<file path="src/rtl/cpu_pkg.sv">
// Shared CPU front-end definitions: redirect priority encoding and default vectors.
package cpu_pkg;

    typedef enum logic [2:0] {
        PRI_NONE = 3'd0,
        PRI_JMP  = 3'd1,
        PRI_BR   = 3'd2,
        PRI_ERET = 3'd3,
        PRI_EXC  = 3'd4
    } redirect_pri_e;

    localparam logic [31:0] DEFAULT_RESET_VECTOR = 32'hBFC0_0000;
    localparam logic [31:0] DEFAULT_EXC_VECTOR   = 32'hBFC0_0380;

endpackage

</file>
<file path="src/rtl/pc_redirect_arb.sv">
// Combinational redirect arbiter: picks the highest-priority live redirect
// (exc > eret > branch > jump) and muxes its target.
module pc_redirect_arb
    import cpu_pkg::*;
#(
    parameter int                 WIDTH      = 32,
    parameter logic [WIDTH-1:0]   EXC_VECTOR = WIDTH'(DEFAULT_EXC_VECTOR)
) (
    input  logic                  exc_en_i,
    input  logic                  eret_en_i,
    input  logic [WIDTH-1:0]      epc_i,
    input  logic                  br_taken_i,
    input  logic [WIDTH-1:0]      br_target_i,
    input  logic                  jmp_en_i,
    input  logic [WIDTH-1:0]      jmp_target_i,
    output logic                  redir_valid_o,
    output redirect_pri_e         redir_pri_o,
    output logic [WIDTH-1:0]      redir_target_o
);

    // NOTE: defaults first so every path assigns every output and no latch is inferred.
    always_comb begin
        redir_pri_o    = PRI_NONE;
        redir_target_o = '0;
        if (exc_en_i) begin
            redir_pri_o    = PRI_EXC;
            redir_target_o = EXC_VECTOR;
        end else if (eret_en_i) begin
            redir_pri_o    = PRI_ERET;
            redir_target_o = epc_i;
        end else if (br_taken_i) begin
            redir_pri_o    = PRI_BR;
            redir_target_o = br_target_i;
        end else if (jmp_en_i) begin
            redir_pri_o    = PRI_JMP;
            redir_target_o = jmp_target_i;
        end
    end

    assign redir_valid_o = (redir_pri_o != PRI_NONE);

endmodule

</file>
<file path="src/rtl/pc_gen_unit.sv">
// Fetch PC generator: PC register, PC+INC, redirect arbitration and stall-time
// redirect buffering. Define PC_ALIGN_CHECK_EN to flag misaligned PCs instead of masking.
module pc_gen_unit
    import cpu_pkg::*;
#(
    parameter int                 WIDTH        = 32,
    parameter int                 INC          = 4,
    parameter logic [WIDTH-1:0]   RESET_VECTOR = WIDTH'(DEFAULT_RESET_VECTOR),
    parameter logic [WIDTH-1:0]   EXC_VECTOR   = WIDTH'(DEFAULT_EXC_VECTOR)
) (
    input  logic                  clk,
    input  logic                  rst_n,
    input  logic                  if_ready,
    input  logic                  exc_en,
    input  logic                  eret_en,
    input  logic [WIDTH-1:0]      epc,
    input  logic                  br_taken,
    input  logic [WIDTH-1:0]      br_target,
    input  logic                  jmp_en,
    input  logic [WIDTH-1:0]      jmp_target,
    output logic [WIDTH-1:0]      pc,
    output logic [WIDTH-1:0]      pc_plus,
    output logic                  pc_valid,
    output logic                  redirect_pending,
    output logic                  fetch_misalign
);

    logic [WIDTH-1:0] pc_q, pc_d;
    logic             pc_valid_q;
    logic             pend_q, pend_d;
    redirect_pri_e    pend_pri_q, pend_pri_d;
    logic [WIDTH-1:0] pend_target_q, pend_target_d;

    logic             redir_valid;
    redirect_pri_e    redir_pri;
    logic [WIDTH-1:0] redir_target;
    logic [WIDTH-1:0] load_target;
    logic             accept;

    pc_redirect_arb #(
        .WIDTH      (WIDTH),
        .EXC_VECTOR (EXC_VECTOR)
    ) u_arb (
        .exc_en_i       (exc_en),
        .eret_en_i      (eret_en),
        .epc_i          (epc),
        .br_taken_i     (br_taken),
        .br_target_i    (br_target),
        .jmp_en_i       (jmp_en),
        .jmp_target_i   (jmp_target),
        .redir_valid_o  (redir_valid),
        .redir_pri_o    (redir_pri),
        .redir_target_o (redir_target)
    );

`ifdef PC_ALIGN_CHECK_EN
    assign load_target = redir_target;
`else
    assign load_target = redir_target & ~WIDTH'(3);
`endif

    assign accept  = pc_valid_q && if_ready;
    assign pc_plus = pc_q + WIDTH'(INC);

    always_comb begin
        pc_d          = pc_q;
        pend_d        = pend_q;
        pend_pri_d    = pend_pri_q;
        pend_target_d = pend_target_q;
        if (accept) begin
            if (redir_valid)  pc_d = load_target;
            else if (pend_q)  pc_d = pend_target_q;
            else              pc_d = pc_plus;
            pend_d     = 1'b0;
            pend_pri_d = PRI_NONE;
        end else if (redir_valid && (redir_pri >= pend_pri_q)) begin
            // An empty buffer holds PRI_NONE, so any redirect is accepted into it.
            pend_d        = 1'b1;
            pend_pri_d    = redir_pri;
            pend_target_d = load_target;
        end
    end

    // NOTE: sequential state uses non-blocking assignments only.
    always_ff @(posedge clk or negedge rst_n) begin
        if (!rst_n) begin
            pc_q          <= RESET_VECTOR;
            pc_valid_q    <= 1'b0;
            pend_q        <= 1'b0;
            pend_pri_q    <= PRI_NONE;
            pend_target_q <= '0;
        end else begin
            pc_q          <= pc_d;
            pc_valid_q    <= 1'b1;
            pend_q        <= pend_d;
            pend_pri_q    <= pend_pri_d;
            pend_target_q <= pend_target_d;
        end
    end

`ifdef PC_ALIGN_CHECK_EN
    logic misalign_q;

    always_ff @(posedge clk or negedge rst_n) begin
        if (!rst_n)      misalign_q <= 1'b0;
        else if (accept) misalign_q <= (pc_d[1:0] != 2'b00);
    end

    assign fetch_misalign = misalign_q;
`else
    assign fetch_misalign = 1'b0;
`endif

    assign pc               = pc_q;
    assign pc_valid         = pc_valid_q;
    assign redirect_pending = pend_q;

endmodule
</file>
<file path="config.mk">
export PLATFORM = sky130hd
export DESIGN_NAME = pc_gen_unit
export DESIGN_NICKNAME = d
export VERILOG_FILES = /design/src/rtl/cpu_pkg.sv /design/src/rtl/pc_redirect_arb.sv /design/src/rtl/pc_gen_unit.sv
export SDC_FILE = /design/constraint.sdc
export NUM_CORES = 1
export LEC_CHECK = 0
export CAP_MARGIN = 5
export CORE_ASPECT_RATIO = 1.1
export CORE_MARGIN = 2
export CORE_UTILIZATION = 49
export DETAILED_ROUTE_END_ITERATION = 12
export PLACE_DENSITY_LB_ADDON = 0.25
export SETUP_SLACK_MARGIN = 0.4
export SKIP_LAST_GASP = 1
export SLEW_MARGIN = 20
export SYNTH_ARGS = -nofsm -noshare
export SYNTH_HDL_FRONTEND = slang
export SYNTH_SLANG_ARGS = --single-unit
</file>
<file path="constraint.sdc">
create_clock -name clk -period 3.2 [get_ports clk]
set_input_delay 0.64 -clock clk [delete_from_list [all_inputs] [get_ports clk]]
set_output_delay 0.64 -clock clk [all_outputs]
set_load 0.005 [all_outputs]
</file>
* After elaboration in Yosys (flattened, before gate mapping)
Index checks and enable logic that the tools add are counted.
** Cells by class
- Mux-type cells :: 14
- Div/mod/pow operators :: 0
- Equal/unequal tests :: 0
- Multiply operators :: 0
- Add/subtract/negate cells :: 1
- Shift-type cells :: 0
- Reductions and logical operators :: 5
- Order comparisons :: 1
- Bitwise gates (word level) :: 1
** Operators by type and width (number)
- two-way mux 32 bit :: 6
- adder 32 x 3 -> 32 bit (second input constant) :: 1
- two-way mux 3 bit :: 5
- greater-or-equal comparator 3 bit :: 1
- two-way mux 1 bit :: 3
- nonzero test 3 bit :: 1
- logical AND 1 bit :: 2
- AND reduction 2 bit :: 1
- nonzero test 2 bit :: 1
- NOT 1 bit :: 1
** Word-level totals
- Flip-flop bits (word level) :: 67
- Word-level logic and storage cells :: 27
- Memories :: 0
- Memory bits (writable) :: 0
- Bits in latches :: 0
- Memory bits (read-only) :: 0

* Logic depth before layout (Yosys ltp)
Gate-level depths: netlist (run 1).
- Word-level depth :: 8
- Mapped depth :: 11
- Mapped depth without buffers :: 8

* Modules after synthesis
From an unflattened synthesis (run 1), not the netlist that was laid out.
** Unflattened totals
- Cell total of the unflattened synthesis :: 532
- Area total of the unflattened synthesis :: 5041.1 um2
** By module, submodules not included
- pc_gen_unit :: area an instance 3737.3 um2, times used 1, cells an instance 385
- pc_redirect_arb :: area an instance 1303.8 um2, times used 1, cells an instance 147

* Least setup slack after synthesis (run 1)
OpenSTA, ideal clock, no wires.
- Kind :: input -> register
- Start point :: input br_taken
- End point :: register pend_target_q[4]
- Data required time :: 3.072 ns
- Stages on the path :: 11
- Arrival :: 2.694 ns
- Path buffers :: 4
- Library setup time :: 0.128 ns
- Setup slack :: 0.378 ns
- Cell sequence :: buf_2 clkbuf_1 buf_2 nor2_1 nor2_1 ha_1 a21o_1 a21oi_1 nor3_1 buf_2 mux2_1
** Between the ends
- Longest elaborated chain between the ends :: 6
- Elaborated cells between the ends (all ways) :: 10
- Those cells by class :: order compare (1); mux (6); reduce/logical (3)
** Ends and longest elaborated chain
- from (decl) :: line pc_gen_unit.sv:17 : input logic br_taken,
- two-way mux 3 bit :: line pc_redirect_arb.sv:31 : end else if (br_taken_i) begin
- two-way mux 3 bit :: line pc_redirect_arb.sv:28 : end else if (eret_en_i) begin
- two-way mux 3 bit :: line pc_redirect_arb.sv:25 : if (exc_en_i) begin
- greater-or-equal comparator 3 bit or nonzero test 3 bit (tied branches) :: line pc_gen_unit.sv:76, pc_redirect_arb.sv:40
- logical AND 1 bit :: line pc_gen_unit.sv:76 : end else if (redir_valid && (redir_pri >= pend_pri_q)) begin
- AND reduction 2 bit (no source line)
- to (signal assigned) :: line pc_gen_unit.sv:97 : pend_target_q <= pend_target_d;
- to (decl) :: line pc_gen_unit.sv:32 : logic [WIDTH-1:0] pend_target_q, pend_target_d;
Several ways; a longest one is shown, not always the timed one.
A chain may end at the register's enable or synchronous reset.

* Final worst setup path (run 1)
- Start point :: register pc_q[18] (netlist: pc[18])
- End point :: output pc_plus[24]
** Between the ends
- Longest elaborated chain between the ends :: 1
** Ends and longest elaborated chain
- from (decl) :: line pc_gen_unit.sv:28 : logic [WIDTH-1:0] pc_q, pc_d;
- from (signal assigned) :: line pc_gen_unit.sv:93 : pc_q <= pc_d;
- adder 32 x 3 -> 32 bit :: line pc_gen_unit.sv:63 : assign pc_plus = pc_q + WIDTH'(INC);
- to (decl) :: line pc_gen_unit.sv:22 : output logic [WIDTH-1:0] pc_plus,
No other way between the ends.

==> results of run 1 <==
==> critical path, cell delays in order (launching register included) <==
cell             delay [ps]
dfrtp_2                 450
nand4_4                 180
or3_1                   450
nor3_4                  210
xor2_1                  170
clkdlybuf4s50_1         510
==> per-layer routing <==
layer | up-vias | GRT usage | wire length (um)
met5 | - | 0 | 0
met4 | 0 | 0.114 | 555
met3 | 59 | 0.0848 | 1790
met2 | 373 | 0.557 | 8690
met1 | 2547 | 0.404 | 6740
li1 | 2403 | - | -
==> cells by family after synthesis <==
logic type / synth area share
AND/OR/NAND/NOR: 0.219
flip-flops: 0.352
XOR/XNOR: 0.0509
adder cells (fa/ha/maj): 0.0108
buffers and inverters: 0.0686
multiplexers: 0.0748
other: 0.00162
AO/OA/AOI/OAI: 0.222
==> path summary, 6_finish.rpt <==
kind,start,end,slack [ps],cells past startpoint
worst min register to register,pend_target_q[7],pend_target_q[7],490,1
worst min-delay path,rst_n,pc[20],290,2
worst max register to register,pc[14],pc[22],880,11
worst max-delay path,pc[18],pc_plus[24],230,5
min in group clk,pend_target_q[7],pend_target_q[7],490,1
max in group asynchronous,rst_n,pc[8],2390,2
==> sequential cells by signal (all words and copies together), names as in the netlist <==
name / flops
pc: 30
pc_valid: 1
pend_pri_q: 3
pend_target_q: 30
redirect_pending: 1
==> what timing repair did <==
item                                    in CTS  in global routing
pin swaps                                   10                 21
setup buffers                               35                 29
endpoints found under the setup margin      25                 40
gates resized for setup                     39                 43
==> stage by stage <==
stage	utilization	worst slack [ps]
finish	0.784	231
detailed placement	0.687	160
CTS	0.746	244
floorplan	-	475
global route	0.784	122
global placement	0.687	181
==> area by class of cell <==
cell class,instances,share of cell area
clock buffer,16,0.0233
inverter,20,0.0103
sequential,65,0.227
tap,117,0.0201
timing repair buffer,253,0.322
multi-input combinational,400,0.398
==> Yosys cell counts (4+ instances only) <==
library cell | count | area share
o31a_1 | 4 | 0.0075
nand2b_1 | 7 | 0.0094
nor4_4 | 4 | 0.018
xnor2_1 | 20 | 0.038
a221oi_1 | 19 | 0.036
nor4_1 | 4 | 0.0054
and3_1 | 5 | 0.0067
xor2_1 | 7 | 0.013
nor3_1 | 26 | 0.028
o22ai_1 | 4 | 0.0054
buf_4 | 9 | 0.015
dfrtp_1 | 56 | 0.30
mux2i_1 | 10 | 0.022
o21ai_0 | 26 | 0.028
a22oi_1 | 8 | 0.013
o21ai_1 | 8 | 0.0086
clkbuf_1 | 26 | 0.021
dfstp_2 | 9 | 0.051
mux2_2 | 19 | 0.046
o31ai_1 | 4 | 0.0065
nand4_1 | 11 | 0.015
a21oi_1 | 29 | 0.031
nor2_1 | 42 | 0.034
o211ai_1 | 8 | 0.013
nand2_1 | 37 | 0.030
inv_1 | 18 | 0.015
a31oi_1 | 12 | 0.016
buf_2 | 15 | 0.016
nand3_1 | 16 | 0.017
ha_1 | 4 | 0.011
a221o_1 | 8 | 0.017
==> power by group through the flow <==
stage               combinational, mW  clock, mW  sequential (mW)
floorplan                       0.595          0             1.16
global placement                 1.10          0             1.21
detailed placement               1.12          0             1.23
CTS                              1.22      0.638             1.20
global route                     1.38      0.682             1.23
finish                           1.29      0.656             1.21
==> reports/results.ini, run 1 <==
[layout]
final_common_cell=clkdlybuf4s50_1
drive_gt1_frac=0.263
fin_cells=871
area_growth_pct=57.0
seq_area_um2=1660
num_antenna_cells=0
num-fill-cells=605
layout.cells.most_common_list=clkdlybuf4s50_1 (138), buf_4 (90), dfrtp_1 (41)
fin_nets=856
finalInstanceArea_um2=7300
multi_input_area_um2=2900

[drt]
first_pass_iters=5
drt_iter0_drc=495
wire_per_inst_um=20.4
vias_per_cell=6.18
route.vias.total=5382
drc_errors=0
ant_nets=0
wirelength_mm=17.8

[yosys]
ys.flop_type=dfrtp_1
synth_cell_type_count=65
yosysWarningCount=0
synth_edf_count=0
synth_area_um2=4650
synth-seq-area-share=0.352
synth-seq-cells=65
async_flop_share=1.00
syn_inst=532
syn_area_per_cell_um2=8.74

[sta]
setup_viol=0
worst_slew_pin_slew_ps=610
rsz0062_at_grt=yes
fin_crit_ps=2970
final-hold-violation-count=0
fin_skew_ps=11.8
timing.fmax_ghz=0.337
tns_ps=0
slew_headroom=0.590
period_share=0.928
whs_ps=285
maxSlewViolCount=0

[global_routing]
antenna_found_initial=0
grt_start_max_net_pins=43
gr-usage-all-layers=0.327
overflow=0
grt_pass1_vias=5218
grt_pass1_wl_mm=26.7

[power_and_ir_drop]
pwr-share-seq=0.383
power.internal_mw=2.06
leakagePower_nw=3.13
total_power_mw=3.16
power.share.clock=0.208
comb_power_share=0.409
vdd_ir_drop_max_mv=0.263
p_per_area_nw_per_um2=432
switching_share=0.346
switching_power_mw=1.09

[place]
dpl_cell_area_um2=6390
dp_hpwl_mm=11.7
dp_cells=791
io_buffers=158
gp_congestion=0.911

[clocking]
clock_sinks=65
cts_buffers=9
clk_pin_slew_worst_paths_ps=70
cts_hold_buf=0
htree_num_levels=3
cts.path.max_buffers=2
worst_skew_pair.late_latency_ps=360
cts_tree=yes
root_buffer=clkbuf_8

[worst_setup_path]
crit_type=reg2out
startpoint_type=register
critical_path.max_fanout=6
arrival_ps=2330
end_kind=primary output
critPathRequiredTime_ps=2560

[floorplan]
die_w_um=96.9
die_h_um=106
core_area_um2=9310
ioPinCount=170
start_util=0.500
die_area_um2=10300
row_count=37

[flow_run]
maxCapViolations=0

[worst_hold_path]
hold_class=in2async

[outcome]
outcome=completed

(Power assumes the default switching activity.)
==> run 2, diff against run 1 <==
--- a/config.mk
+++ b/config.mk
@@ -9,7 +9,9 @@
 export CORE_ASPECT_RATIO = 1.1
 export CORE_MARGIN = 2
 export CORE_UTILIZATION = 49
+export CTS_CLUSTER_SIZE = 14
 export DETAILED_ROUTE_END_ITERATION = 12
+export MAX_ROUTING_LAYER = met4
 export PLACE_DENSITY_LB_ADDON = 0.25
 export SETUP_SLACK_MARGIN = 0.4
 export SKIP_LAST_GASP = 1
==> constraint.sdc (replaced) <==
create_clock -name clk -period 3.5 [get_ports clk]
set_input_delay 0.7 -clock clk [delete_from_list [all_inputs] [get_ports clk]]
set_output_delay 0.7 -clock clk [all_outputs]
set_load 0.005 [all_outputs]
==> run 2 against run 1 <==
  * Global-route usage down 0.62 points
  * Clock skew up 3.0 ps
  * First-iteration DRC count down 22%
  * Worst hold slack better by 180 ps
  * Register-to-register slack better by 170 ps
  * Count of clock-buffer cells in the layout down 6
  * Via count down 4.2%
  * Combinational power down 12%
  * Largest power group unchanged
==> reports/results.ini, run 2 (synthesized netlist as in run 1, its figures left out) <==
[global_routing]
grt_pass1_wl_mm=25.7  ; was 26.7 mm
grt_start_max_net_pins=38  ; was 43
gr-usage-all-layers=0.321  ; was 0.327
grt_pass1_vias=4918  ; was 5218
antenna_found_initial=0  ; unchanged
overflow=0  ; unchanged

[drt]
wirelength_met1_mm=6.46  ; was 6.74 mm
highest_layer=met4  ; unchanged
wirelength_mm=16.6  ; was 17.8 mm
ant_nets=0  ; unchanged
met3WireLength_mm=1.56  ; was 1.79 mm
wl_met2_mm=8.12  ; was 8.69 mm
vias_per_cell=6.15  ; was 6.18
drc_errors=0  ; unchanged
drt_iter0_drc=386  ; was 495
route.vias.total=5155  ; was 5382
first_pass_iters=5  ; unchanged
wire_per_inst_um=19.8  ; was 20.4 um

[power_and_ir_drop]
leakagePower_nw=2.82  ; was 3.13 nW
total_power_mw=2.88  ; was 3.16 mW
vdd_ir_drop_max_mv=0.294  ; was 0.263 mV
p_per_area_nw_per_um2=415  ; was 432 nW/um2

[sta]
worst_slew_pin_slew_ps=863  ; was 610 ps
fin_skew_ps=14.8  ; was 11.8 ps
setup_viol=0  ; unchanged
rsz0062_at_grt=yes  ; unchanged
whs_ps=461  ; was 285 ps
maxSlewViolCount=0  ; unchanged
period_share=0.870
tns_ps=0  ; unchanged
fin_crit_ps=3040
slew_headroom=0.424  ; was 0.590
final-hold-violation-count=0  ; unchanged
timing.fmax_ghz=0.329

[layout]
num_antenna_cells=0  ; unchanged
layout.cells.most_common_list=clkdlybuf4s50_1 (149), buf_4 (60), nor2_1 (41)  ; was clkdlybuf4s50_1 (138), buf_4 (90), dfrtp_1 (41)
final_common_cell=clkdlybuf4s50_1  ; unchanged
area_growth_pct=48.9  ; was 57.0%
finish.utilization=0.744  ; was 0.784
fin_nets=823  ; was 856
drive_gt1_frac=0.209  ; was 0.263

[worst_setup_path]
path_cells=buf_4 -> and2_1 -> nand3_2 -> nor2_1 -> xnor2_1 -> clkdlybuf4s50_1  ; was nand4_4 -> or3_1 -> nor3_4 -> xor2_1 -> clkdlybuf4s50_1
critPathRequiredTime_ps=2800  ; was 2560 ps
critical_path.max_fanout=6  ; unchanged
slowest_delay_ps=520  ; was 510 ps
startpoint_type=register  ; unchanged
arrival_ps=2340  ; was 2330 ps
r2r_setup_slack_ps=1050  ; was 880 ps
end_kind=primary output  ; unchanged
crit_type=reg2out  ; unchanged
cpMaxStageDelayCell=clkdlybuf4s50_1  ; unchanged

[flow_run]
maxCapViolations=0  ; unchanged

[place]
io_buffers=158  ; unchanged
gp_congestion=0.925  ; was 0.911
dp_hpwl_mm=11.6  ; was 11.7 mm

[floorplan]
core_area_um2=9310  ; unchanged
die_h_um=106  ; unchanged
die_w_um=96.9  ; unchanged
start_util=0.500  ; unchanged
row_count=37  ; unchanged
die_area_um2=10300  ; unchanged
ioPinCount=170  ; unchanged

[clocking]
htree_num_levels=3  ; unchanged
clk_pin_slew_worst_paths_ps=80  ; was 70 ps
worst_skew_pair.late_latency_ps=350  ; was 360 ps
cts_tree=yes  ; unchanged
root_buffer=clkbuf_8  ; unchanged
cts_hold_buf=0  ; unchanged
cts_buffers=9  ; unchanged
cts.path.max_buffers=2  ; unchanged
clock_sinks=65  ; unchanged

[outcome]
outcome=completed  ; unchanged

[worst_hold_path]
hold_class=in2async  ; unchanged

-- run 2: worst paths after layout --
kind,start,end,cells after the start
worst max register to register,redirect_pending,pc[25],5
worst min-delay path,rst_n,pend_pri_q[0],1
worst max-delay path,pc[2],pc_plus[15],6
worst min register to register,pend_target_q[7],pend_target_q[7],1
max in group asynchronous,rst_n,pc[24],2
min in group clk,pend_target_q[7],pend_target_q[7],1
-- run 2: report_power, final --
part | internal [mW] | switching (mW) | total, mW | leakage (nW)
registers | 0.943 | 0.156 | 1.10 | 0.752
clock network | 0.326 | 0.314 | 0.640 | 0.0920
logic | 0.630 | 0.506 | 1.14 | 1.98
-- run 2: through the flow --
step | setup slack, ps | area, um2 | instances
after detailed placement | 158 | 6300 | 780
after global placement | 216 | 6300 | 780
after floorplan | 618 | 4660 | 536
final | 456 | 6920 | 838
after global routing | 356 | 6920 | 838
after CTS | 408 | 6650 | 810
-- run 2: what timing repair did --
| action | in CTS | in global routing |
|---|---|---|
| pin swaps | 4 | 11 |
| gates resized for setup | 22 | 18 |
| gates cloned | 0 | 1 |
| setup buffers | 14 | 27 |
| endpoints found under the setup margin | 18 | 29 |
-- run 2: routing by layer --
metal / global-route usage / vias to the layer above
met4: 0.107 / 0
met3: 0.0546 / 40
met1: 0.399 / 2459
li1: - / 2331
met5: - / -
met2: 0.536 / 325
-- run 2: worst max-delay path, delay by kind of cell, from the launching register on --
family / cells / cell delay [ps]
xor+xnor: 1 / 150
buf+inv: 2 / 650
flops: 1 / 430
simple gates: 3 / 760
-- run 2: cell type report --
type | instances | area (um2)
fill | 710 | 2380
sequential | 65 | 1660
tap | 117 | 146
clock buffer | 10 | 128
clock inverter | 6 | 60.1
timing repair buffer | 220 | 2060
inverter | 20 | 75.1
multi-input combinational | 400 | 2800
